$ cat src/rtl/lora_frame_if.sv
// Byte-in / display-out bundle between the UART receiver, lora_frame_ctrl and the scanner.
// err_cnt exists only when LORA_FRAME_STATS_EN is defined.
interface lora_frame_if;
  logic [7:0] rx_byte;
  logic       rx_vld;
  logic [7:0] disp_val;
  logic       disp_vld;
  logic       alarm;
  logic       frame_ok;
  logic       frame_err;
  logic       busy;
`ifdef LORA_FRAME_STATS_EN
  logic [7:0] err_cnt;

  modport master (
    output rx_byte, rx_vld,
    input  disp_val, disp_vld, alarm, frame_ok, frame_err, busy, err_cnt
  );
  modport slave (
    input  rx_byte, rx_vld,
    output disp_val, disp_vld, alarm, frame_ok, frame_err, busy, err_cnt
  );
`else
  modport master (
    output rx_byte, rx_vld,
    input  disp_val, disp_vld, alarm, frame_ok, frame_err, busy
  );
  modport slave (
    input  rx_byte, rx_vld,
    output disp_val, disp_vld, alarm, frame_ok, frame_err, busy
  );
`endif
endinterface

$ cat src/rtl/lora_frame_ctrl.sv
// Assembles HEADER/CMD/VAL/CHK frames from the UART byte stream and drives display value and alarm.
// Optional saturating error counter on bus.err_cnt under LORA_FRAME_STATS_EN.
module lora_frame_ctrl #(
  parameter int         CLK_FREQ      = 50_000_000,
  parameter int         BAUD          = 115200,
  parameter int         TIMEOUT_BYTES = 4,
  parameter logic [7:0] HEADER        = 8'hA5
) (
  input  logic         clk,
  input  logic         rst_n,
  input  logic         over_all,
  lora_frame_if.slave  bus
);

  localparam int BIT_CYC = CLK_FREQ / BAUD;
  localparam int TO_CYC  = BIT_CYC * 10 * TIMEOUT_BYTES;
  localparam int CNT_W   = $clog2(TO_CYC);
  localparam logic [CNT_W-1:0] TO_LAST = CNT_W'(TO_CYC - 1);

  typedef enum logic [1:0] {
    S_IDLE = 2'd0,
    S_CMD  = 2'd1,
    S_VAL  = 2'd2,
    S_CHK  = 2'd3
  } state_t;

  state_t           state_r;
  logic [CNT_W-1:0] cnt_r;
  logic [7:0]       cmd_r;
  logic [7:0]       val_r;
  logic [7:0]       disp_val_r;
  logic             disp_vld_r;
  logic             alarm_r;
  logic             frame_ok_r;
  logic             frame_err_r;
  logic             busy_r;

  function automatic logic [7:0] frame_chk(input logic [7:0] cmd, input logic [7:0] val);
    return cmd + val;
  endfunction

  // Frame sequencer, inter-byte timeout and command evaluation
  always_ff @(posedge clk or negedge rst_n) begin
    if (!rst_n) begin
      state_r     <= S_IDLE;
      cnt_r       <= '0;
      cmd_r       <= 8'h00;
      val_r       <= 8'h00;
      disp_val_r  <= 8'h00;
      disp_vld_r  <= 1'b0;
      alarm_r     <= 1'b0;
      frame_ok_r  <= 1'b0;
      frame_err_r <= 1'b0;
      busy_r      <= 1'b0;
    end else begin
      frame_ok_r  <= 1'b0;
      frame_err_r <= 1'b0;
      if (over_all) begin
        state_r    <= S_IDLE;
        busy_r     <= 1'b0;
        cnt_r      <= '0;
        disp_val_r <= 8'h00;
        disp_vld_r <= 1'b0;
        alarm_r    <= 1'b0;
      end else if (bus.rx_vld) begin
        cnt_r <= '0;
        case (state_r)
          S_IDLE: begin
            if (bus.rx_byte == HEADER) begin
              state_r <= S_CMD;
              busy_r  <= 1'b1;
            end else begin
              state_r <= S_IDLE;
              busy_r  <= 1'b0;
            end
          end
          S_CMD: begin
            cmd_r   <= bus.rx_byte;
            state_r <= S_VAL;
            busy_r  <= 1'b1;
          end
          S_VAL: begin
            val_r   <= bus.rx_byte;
            state_r <= S_CHK;
            busy_r  <= 1'b1;
          end
          S_CHK: begin
            state_r <= S_IDLE;
            busy_r  <= 1'b0;
            if (frame_chk(cmd_r, val_r) != bus.rx_byte) begin
              frame_err_r <= 1'b1;
            end else begin
              case (cmd_r)
                8'h01: begin
                  disp_val_r <= val_r;
                  disp_vld_r <= 1'b1;
                  frame_ok_r <= 1'b1;
                end
                8'h02: begin
                  alarm_r    <= (val_r != 8'h00);
                  frame_ok_r <= 1'b1;
                end
                8'h03: begin
                  disp_val_r <= 8'h00;
                  disp_vld_r <= 1'b0;
                  alarm_r    <= 1'b0;
                  frame_ok_r <= 1'b1;
                end
                default: frame_err_r <= 1'b1;
              endcase
            end
          end
          default: begin
            state_r <= S_IDLE;
            busy_r  <= 1'b0;
          end
        endcase
      end else if (state_r == S_IDLE) begin
        cnt_r <= '0;
      end else if (cnt_r == TO_LAST) begin
        // Gap too long: abandon the partial frame and report it
        state_r     <= S_IDLE;
        busy_r      <= 1'b0;
        cnt_r       <= '0;
        frame_err_r <= 1'b1;
      end else begin
        cnt_r <= cnt_r + CNT_W'(1);
      end
    end
  end

  assign bus.disp_val  = disp_val_r;
  assign bus.disp_vld  = disp_vld_r;
  assign bus.alarm     = alarm_r;
  assign bus.frame_ok  = frame_ok_r;
  assign bus.frame_err = frame_err_r;
  assign bus.busy      = busy_r;

`ifdef LORA_FRAME_STATS_EN
  logic [7:0] err_cnt_r;

  // Saturating error tally; deliberately survives over_all
  always_ff @(posedge clk or negedge rst_n) begin
    if (!rst_n) begin
      err_cnt_r <= 8'h00;
    end else if (frame_err_r && (err_cnt_r != 8'hFF)) begin
      err_cnt_r <= err_cnt_r + 8'h01;
    end else begin
      err_cnt_r <= err_cnt_r;
    end
  end

  assign bus.err_cnt = err_cnt_r;
`else
`endif

endmodule

$ cat src/flat_wrapper.sv
// flat-port wrapper written by rule: the top's interface ports become plain ports
module lora_frame_ctrl_flat 
#(
  parameter int         CLK_FREQ      = 50_000_000,
  parameter int         BAUD          = 115200,
  parameter int         TIMEOUT_BYTES = 4,
  parameter logic [7:0] HEADER        = 8'hA5
)
  (clk, rst_n, over_all, bus_rx_byte, bus_rx_vld, bus_disp_val, bus_disp_vld, bus_alarm, bus_frame_ok, bus_frame_err, bus_busy);
  lora_frame_if bus_i ();
  input  logic clk;
  input  logic rst_n;
  input  logic over_all;
  input wire logic [$bits(bus_i.rx_byte)-1:0] bus_rx_byte;
  input wire logic [$bits(bus_i.rx_vld)-1:0] bus_rx_vld;
  output wire logic [$bits(bus_i.disp_val)-1:0] bus_disp_val;
  output wire logic [$bits(bus_i.disp_vld)-1:0] bus_disp_vld;
  output wire logic [$bits(bus_i.alarm)-1:0] bus_alarm;
  output wire logic [$bits(bus_i.frame_ok)-1:0] bus_frame_ok;
  output wire logic [$bits(bus_i.frame_err)-1:0] bus_frame_err;
  output wire logic [$bits(bus_i.busy)-1:0] bus_busy;
  assign bus_i.rx_byte = bus_rx_byte;
  assign bus_i.rx_vld = bus_rx_vld;
  assign bus_disp_val = bus_i.disp_val;
  assign bus_disp_vld = bus_i.disp_vld;
  assign bus_alarm = bus_i.alarm;
  assign bus_frame_ok = bus_i.frame_ok;
  assign bus_frame_err = bus_i.frame_err;
  assign bus_busy = bus_i.busy;
  lora_frame_ctrl #(.CLK_FREQ(CLK_FREQ), .BAUD(BAUD), .TIMEOUT_BYTES(TIMEOUT_BYTES), .HEADER(HEADER)) u_core (.clk(clk), .rst_n(rst_n), .over_all(over_all), .bus(bus_i));
endmodule
$ cat config.mk
export PLATFORM = sky130hd
export DESIGN_NAME = lora_frame_ctrl_flat
export DESIGN_NICKNAME = d
export VERILOG_FILES = /design/src/rtl/lora_frame_if.sv /design/src/rtl/lora_frame_ctrl.sv /design/src/flat_wrapper.sv
export SDC_FILE = /design/constraint.sdc
export NUM_CORES = 1
export LEC_CHECK = 0
export ABC_AREA = 1
export ABC_CLOCK_PERIOD_IN_PS = 2700
export BUFFER_PORTS_ARGS = -buffer_cell sky130_fd_sc_hd__buf_2
export CAP_MARGIN = 15
export CORE_AREA = 2 2 65 82
export CTS_CLUSTER_SIZE = 25
export DETAILED_ROUTE_END_ITERATION = 16
export DIE_AREA = 0 0 67 84
export PLACE_DENSITY = 0.77
export SLEW_MARGIN = 10
export SYNTH_ARGS = -nofsm -noshare
export SYNTH_HDL_FRONTEND = slang
export SYNTH_SLANG_ARGS = --single-unit
$ cat constraint.sdc
create_clock -name clk -period 2.7 [get_ports clk]
set_input_delay 0.135 -clock clk [delete_from_list [all_inputs] [get_ports clk]]
set_output_delay 0.135 -clock clk [all_outputs]
set_load 0.02 [all_outputs]
==> key figures, run 1 <==
Status
  • Outcome: complete, but fails checks
  • Failing checks: negative hold slack

Layout
  • Layout cells sized above 1: 14.0%
  • Fillers: 448
  • Design area: 3020 sq um
  • Syn-to-layout area delta: 9.15%
  • Nets: 410
  • Non-Filler Instances: 447
  • ANT cells: 0

Die
  • Die Span Y: 84 microns
  • Ports: 25
  • Num rows: 29
  • Core Area: 4930 sq um
  • Initial core utilization: 56.0%
  • Die ar.: 5630 sq um
  • Die X: 67 microns

Routing
  • Starting DRT DRC Count: 131
  • # DRC: 0
  • Final ANT Viol Nets: 0
  • Drt via density: 5.35
  • Wirelength per Cell: 13.0 microns
  • Drt total wl: 5800 microns
  • DR pass1 iterations: 4
  • Via count: 2391

Power and ir drop
  • Sw Pwr: 320 uW
  • Logic gate share of total power: 8.3%
  • Pwr dens: 405 nW/um^2
  • Leak: 0.00155 uW
  • Int Pwr: 901 uW
  • IR drop worst, VDD: 0.250 mV
  • Sequential share of power: 57.5%
  • Switching Share: 26.2%
  • Clock power share: 34.2%

Timing
  • Slew @ Worst Pin: 1010 ps
  • Final hold violation count: 8
  • Final setup viols: 0
  • Fin Setup TNS: 0 ps
  • Crit share post-route: 86.2%
  • Slew headroom: 32.6%
  • Slew Limit Fails: 0
  • Tmin final: 2330 ps
  • WHS: -3.40 ps
  • RSZ-0062 raised after global routing: false
  • Clk_skew: 9.76 ps
  • FMAX: 0.430 GHz

Setup path
  • Most used cell, CP: nand2_1
  • CP arrival: 2570 ps
  • Reg-to-reg endpoint: u_core.bus.disp_val[3]
  • Slowest cell on crit path: fa_1
  • Worst path cell trace: ha_1 > fa_1 > inv_1 > nand2_1 > nand2_1 > nand3_1 > nor2_1 > nand2_1 > nor2_4 > nand4_4 > nand2_4 > nand2_1 > nand2_1
  • Worst Path Buf+Inv: 1
  • Critical Path Source Type: flop
  • Delay-heaviest family, CP: simple AND/OR/NAND/NOR gates
  • Crit path required time: 2940 ps
  • Critical path fanouts, max: 10
  • Worst r2r src: u_core.val_r[0]
  • Slowest stage delay, CP: 480 ps
  • Worst setup EP type: flop
  • R2R depth: 13
  • Critical Setup Path Class: reg -> reg
  • Flop2flop setup slack: 370 ps

Clocking
  • Post-CTS setup buffer count: 0
  • Post-CTS sizing: 0
  • CTS sink cnt: 46
  • TritonCTS clock tree: yes
  • Clock Tree Root: clkbuf_8
  • H-tree depth: 2
  • Hold-fix buffers, CTS: 0
  • Clock Latency Late Sink: 300 ps
  • TritonCTS buffer count: 5
  • Worst-path clk slew: 90 ps
  • Clock Path Buffers: 2

Flow run
  • Max-Cap Viols: 0

Placed design
  • Final RePlAce weighted congestion: 0.892
  • HPWL Detailed: 4470 microns
  • DP Area: 2940 sq um
  • Buffers on Ports: 24
  • Post-Place Cells: 440

Global routing
  • Number of global-route vias before repair: 2310
  • GR Overflow Total: 0
  • First-pass GRT wire length: 10200 microns
  • Largest net degree at the start of global routing: 47
  • Total GRT Usage: 22.9%
  • Antenna violations before repair: 0

Logic synthesis
  • Synth area leaders: dfrtp_1, nand2_1, inv_1, ha_1, nand3_1
  • Post-synth EDFFs: 0
  • Synth area leader: dfrtp_1
  • Share of synthesized registers carrying an async set or reset: 100%
  • Syn_nets: 384
  • Sequential share of the synthesized area: 41.7%
  • Area of the mapped netlist: 2760 sq um
  • Post-synth top flop: dfrtp_1
  • Yosys reg bits: 46
  • Share of the synthesized area in the top cell type: 41.7%
  • Post-Syn Instances: 359
  • Syn_area_per_cell: 7.70 sq um
  • Ys Warns: 0
  • Netlist cell types: 37

Min path
  • HP Class: in -> async
logic make-up after synthesis:
family	synth area share, %
xor gates and xnor gates	1.27
adders and majority gates	6.16
and+or+nand+nor	35.6
buffers and inverters	8.06
DFF	41.7
AOI/OAI and AO/OA	7.29
per-stage QoR:
step / utilization, % / total power [uW] / setup WS [ps]
floorplan: - / 777 / 689
global placement: 59.5 / 816 / 470
detailed placement: 59.5 / 818 / 435
CTS: 61.1 / 1230 / 405
global route: 61.1 / 1280 / 214
finish: 61.1 / 1220 / 373
flip-flops by register name, summed over array words and instances, names as in the netlist:
signal	count
u_core.cmd_r	8
u_core.bus.disp_vld	1
u_core.bus.alarm	1
u_core.bus.busy	1
u_core.cnt_r	15
u_core.bus.frame_err	1
u_core.bus.disp_val	8
u_core.state_r	2
u_core.bus.frame_ok	1
u_core.val_r	8
power groups by stage:
| stage | combinational, uW | clock [uW] | sequential [uW] |
|---|---|---|---|
| finish | 102 | 417 | 702 |
| global route | 117 | 455 | 703 |
| CTS | 103 | 426 | 702 |
| detailed placement | 103 | 0 | 716 |
| global placement | 100 | 0 | 716 |
| floorplan | 59.7 | 0 | 717 |
worst register-to-register path, stage by stage (launching register included):
cell,delay [ps]
dfrtp_1,420
ha_1,250
fa_1,480
inv_1,70
nand2_1,50
nand2_1,50
nand3_1,70
nor2_1,110
nand2_1,110
nor2_4,140
nand4_4,200
nand2_4,170
nand2_1,80
nand2_1,60
metal layers:
| layer | routed length [microns] | up-vias | global-route usage [%] |
|---|---|---|---|
| li1 | - | 1205 | - |
| met1 | 2590 | 1124 | 29.6 |
| met2 | 2920 | 54 | 39.9 |
| met3 | 208 | 8 | 2.43 |
| met4 | 84 | 0 | 6.12 |
| met5 | 0 | - | 0 |
cells in the mapped netlist (2+ instances only):
cell,count
o21a_1,2
nand2_2,4
nor3_1,7
nor2_4,5
xor2_1,3
nor4_1,4
nand3b_1,2
nor3b_1,2
ha_1,12
o21ai_0,22
dfrtp_1,46
nor2_1,27
inv_1,50
o22ai_1,2
a21oi_1,10
buf_2,4
nand3_2,4
inv_2,2
nand2_1,99
nand4_1,6
nand3_1,30
layout by cell type, fill, tap and decap left out, drive strengths merged:
| cell | Yosys | routed |
|---|---|---|
| a211oi | 1 | 1 |
| a21oi | 10 | 10 |
| a31oi | 1 | 1 |
| and2 | 1 | 1 |
| and3 | 1 | 1 |
| buf | 4 | 24 |
| clkbuf | 1 | 5 |
| clkinv | 1 | 3 |
| dfrtp | 46 | 46 |
| fa | 1 | 1 |
| ha | 12 | 12 |
| inv | 52 | 52 |
| nand2 | 104 | 104 |
| nand3 | 34 | 34 |
| nand3b | 2 | 2 |
| nand4 | 7 | 7 |
| nor2 | 33 | 33 |
| nor3 | 9 | 9 |
| nor3b | 3 | 3 |
| nor4 | 5 | 5 |
| o21a | 2 | 2 |
| o21ai | 22 | 22 |
| o22ai | 2 | 2 |
| or2 | 1 | 1 |
| xnor2 | 1 | 1 |
| xor2 | 3 | 3 |
worst max-delay path by stage:
| stage | endpoint | from | slack, ps | cells past startpoint |
|---|---|---|---|---|
| floorplan | u_core.bus.disp_val[7] | u_core.val_r[0] | 690 | 13 |
| detailed placement | u_core.bus.disp_val[6] | u_core.val_r[0] | 430 | 12 |
| global route | u_core.bus.disp_val[1] | u_core.val_r[0] | 210 | 13 |
| CTS | u_core.bus.disp_val[3] | u_core.val_r[0] | 410 | 13 |
| global placement | u_core.bus.disp_val[7] | u_core.val_r[0] | 470 | 13 |
| finish | u_core.bus.disp_val[3] | u_core.val_r[0] | 370 | 13 |
cell type report:
cell class                 count  area [sq um]  share of cell area (%)
timing repair buffer          24           120                    3.98
clock inverter                 2          10.0                   0.332
sequential                    46          1150                    38.2
multi-input combinational    255          1390                    46.1
inverter                      53           199                    6.60
clock buffer                   5          68.8                    2.28
tap                           62          77.6                    2.57
No activity file was read; power rests on OpenSTA's default activity.
==> run 2: changes to the inputs <==
Settings changed: ABC_AREA 1 to unset, CORE_AREA 2 2 65 82 to 2 2 62 79, DIE_AREA 0 0 67 84 to 0 0 64 81, GPL_TIMING_DRIVEN set to 0, PLACE_DENSITY 0.77 to 0.78.
==> key figures, run 2 <==
Status
  • Outcome: complete, no violations (was complete, but fails checks)

Layout
  • Fillers: 394 (was 448)
  • Nets: 293 (was 410)
  • Most frequent cells in the layout: dfrtp_1, buf_2, nor2_1 (was nand2_1, inv_1, dfrtp_1)
  • Syn-to-layout area delta: 13.3% (was 9.15%)
  • FF/Latch Area: 1150 sq um (about the same)
  • Max reg flops: 15 (unchanged)
  • Design area: 2890 sq um (was 3020 sq um)
  • Area of the multi-input gates: 1360 sq um (was 1390 sq um)
  • ANT cells: 0 (unchanged)
  • Top reg by flops: u_core.cnt_r (unchanged)
  • Most common cell after layout, fill and taps aside: dfrtp_1 (was nand2_1)
  • Layout cells sized above 1: 19.0% (was 14.0%)

Logic synthesis
  • Ys Warns: 0 (unchanged)
  • Share of synthesized registers carrying an async set or reset: 100% (unchanged)
  • Sequential share of the synthesized area: 45.1% (was 41.7%)
  • Area of the mapped netlist: 2550 sq um (was 2760 sq um)
  • Syn_nets: 258 (was 384)
  • Yosys reg bits: 46 (unchanged)
  • Synth area leaders: dfrtp_1, ha_1, xnor2_1, mux2_1, xor2_1 (was dfrtp_1, nand2_1, inv_1, ha_1, nand3_1)
  • Netlist cell types: 44 (was 37)
  • Post-synth EDFFs: 0 (unchanged)
  • Commonest cells post-synth: dfrtp_1, nor2_1, nand2_1 (was nand2_1, inv_1, dfrtp_1)
  • Syn_area_per_cell: 10.9 sq um (was 7.70 sq um)
  • Share of the synthesized area in the top cell type: 45.1% (was 41.7%)
  • Post-synth top flop: dfrtp_1 (unchanged)
  • Post-Syn Instances: 233 (was 359)
  • Synth area leader: dfrtp_1 (unchanged)
  • Count leader, synth: dfrtp_1 (was nand2_1)

Min path
  • HP Class: in -> async (unchanged)

Placed design
  • DP Area: 2750 sq um (was 2940 sq um)
  • Final RePlAce weighted congestion: 0.887 (was 0.892)
  • Buffers on Ports: 24 (unchanged)
  • HPWL Detailed: 3730 microns (was 4470 microns)
  • Placement Setup Slack: -23.9 ps (was 435 ps)

Clocking
  • Clock Tree Root: clkbuf_8 (unchanged)
  • Worst-path clk slew: 80 ps (was 90 ps)
  • CTS sink cnt: 46 (unchanged)
  • H-tree depth: 2 (unchanged)
  • Clock Path Buffers: 2 (unchanged)
  • TritonCTS buffer count: 5 (unchanged)
  • Clock Latency Late Sink: 290 ps (was 300 ps)
  • TritonCTS clock tree: yes (unchanged)

Setup path
  • Delay-heaviest family, CP: compound AO/OA/AOI/OAI gates (was simple AND/OR/NAND/NOR gates)
  • Worst Path Buf+Inv: 2 (was 1)
  • Slowest cell on crit path: dfrtp_2 (was fa_1)
  • R2R depth: 10 (was 13)
  • Worst path cell trace: ha_2 > fa_2 > a21o_1 > a31o_1 > a211o_1 > and3_1 > o2111ai_1 > buf_6 > buf_12 > mux2i_2 (was ha_1 > fa_1 > inv_1 > nand2_1 > nand2_1 > nand3_1 > nor2_1 > nand2_1 > nor2_4 > nand4_4 > nand2_4 > nand2_1 > nand2_1)
  • Critical Setup Path Class: reg -> reg (unchanged)
  • Worst r2r src: u_core.val_r[0] (unchanged)
  • CP arrival: 2770 ps (was 2570 ps)
  • Flop2flop setup slack: 140 ps (was 370 ps)
  • Worst setup EP type: flop (unchanged)
  • Slowest stage delay, CP: 430 ps (was 480 ps)
  • Critical path fanouts, max: 5 (was 10)
  • Critical Path Source Type: flop (unchanged)
  • Crit path required time: 2910 ps (was 2940 ps)
  • Reg-to-reg endpoint: u_core.bus.disp_val[3] (unchanged)

Routing
  • DR pass1 iterations: 4 (unchanged)
  • Starting DRT DRC Count: 82 (was 131)
  • Final ANT Viol Nets: 0 (unchanged)
  • Via count: 1826 (was 2391)
  • Wirelength per Cell: 15.3 microns (was 13.0 microns)
  • Drt total wl: 5010 microns (was 5800 microns)
  • # DRC: 0 (unchanged)
  • Drt via density: 5.57 (was 5.35)

Global routing
  • First-pass GRT wire length: 8740 microns (was 10200 microns)
  • Largest net degree at the start of global routing: 47 (unchanged)
  • Total GRT Usage: 21.7% (was 22.9%)
  • Antenna violations before repair: 0 (unchanged)
  • Number of global-route vias before repair: 1941 (was 2310)
  • GR Overflow Total: 0 (unchanged)

Die
  • Die X: 64 microns (was 67 microns)
  • Core Area: 4520 sq um (was 4930 sq um)
  • Die ar.: 5180 sq um (was 5630 sq um)
  • Initial core utilization: 56.4% (was 56.0%)
  • Die Span Y: 81 microns (was 84 microns)
  • Ports: 25 (unchanged)
  • Num rows: 28 (was 29)

Timing
  • Final setup viols: 0 (unchanged)
  • Clk_skew: 4.81 ps (was 9.76 ps)
  • Slew headroom: 32.7% (was 32.6%)
  • Tmin final: 2560 ps (was 2330 ps)
  • RSZ-0062 raised after global routing: false (unchanged)
  • Final WS setup: 143 ps (was 373 ps)
  • WHS: 1.87 ps (was -3.40 ps)
  • Crit share post-route: 94.7% (was 86.2%)
  • Slew @ Worst Pin: 1010 ps (about the same)
  • Slew Limit Fails: 0 (unchanged)
  • FMAX: 0.391 GHz (was 0.430 GHz)
  • Final hold violation count: 0 (was 8)

Power and ir drop
  • Leak: 0.00145 uW (was 0.00155 uW)
  • IR drop worst, VDD: 0.302 mV (was 0.250 mV)
  • Tot Pwr: 1270 uW (was 1220 uW)
  • Pwr dens: 438 nW/um^2 (was 405 nW/um^2)

Flow run
  • Max-Cap Viols: 0 (unchanged)
## run 2: report_power, final
part	switching, uW	internal [uW]
combinational	83.5	69.1
sequential	18.7	702
clock	218	174
## run 2: timing repair
| item | 4_1_cts | 5_1_grt |
|---|---|---|
| hold buffers | 0 | 0 |
| endpoints found under the setup margin | 1 | 11 |
| resized for setup | 0 | 4 |
| buffers inserted | 2 | 2 |
| pin swaps | 0 | 2 |
## run 2: area by class of cell
type                    instances  area share [%]
plain buffers                   5            1.21
clock buffers                   5            2.38
clock inverters                 2           0.346
inverters                       3           0.390
multi-input cells             179            47.1
flip-flops and latches         46            39.9
well taps                      60            2.60
repair buffers                 28            6.06
## run 2: how the worst max path moves through the flow
stage | cells after the start | end | from | slack (ps)
floorplan | 9 | u_core.bus.disp_vld | u_core.val_r[0] | 180
global placement | 9 | u_core.bus.disp_vld | u_core.val_r[0] | 7
detailed placement | 9 | u_core.bus.disp_vld | u_core.val_r[0] | -20
CTS | 9 | u_core.bus.disp_vld | u_core.val_r[0] | 10
global route | 10 | u_core.bus.disp_val[3] | u_core.val_r[0] | 7
finish | 10 | u_core.bus.disp_val[3] | u_core.val_r[0] | 140
## run 2: kinds of logic (layout without fill, tap and decap cells)
kind of cell	Yosys count	count (layout)	synth area share, %
xor+xnor	25	25	8.59
buf+inv	8	43	1.82
compound gates	25	25	7.12
mux	26	26	11.2
fa+ha+maj	13	13	6.67
simple gates	90	90	19.5
flops	46	46	45.1
## run 2: metal layers
| metal | up-vias | share of wire (%) | routed length [microns] | global-route usage (%) |
|---|---|---|---|---|
| met3 | 10 | 2.3 | 114 | 4.02 |
| li1 | 897 | - | - | - |
| met4 | 0 | 1.9 | 97 | 8.48 |
| met1 | 896 | 43 | 2160 | 25.5 |
| met2 | 23 | 53 | 2640 | 39.1 |
| met5 | - | 0 | 0 | 0 |
## run 2: stage by stage
step           setup TNS, ps  instances  utilization (%)
2_1_floorplan              0        233                -
3_3_place_gp               0        317             60.7
3_5_place_dp           -23.9        317             60.7
4_1_cts                    0        326             63.4
5_1_grt                    0        328             63.9
6_report                   0        328             63.9
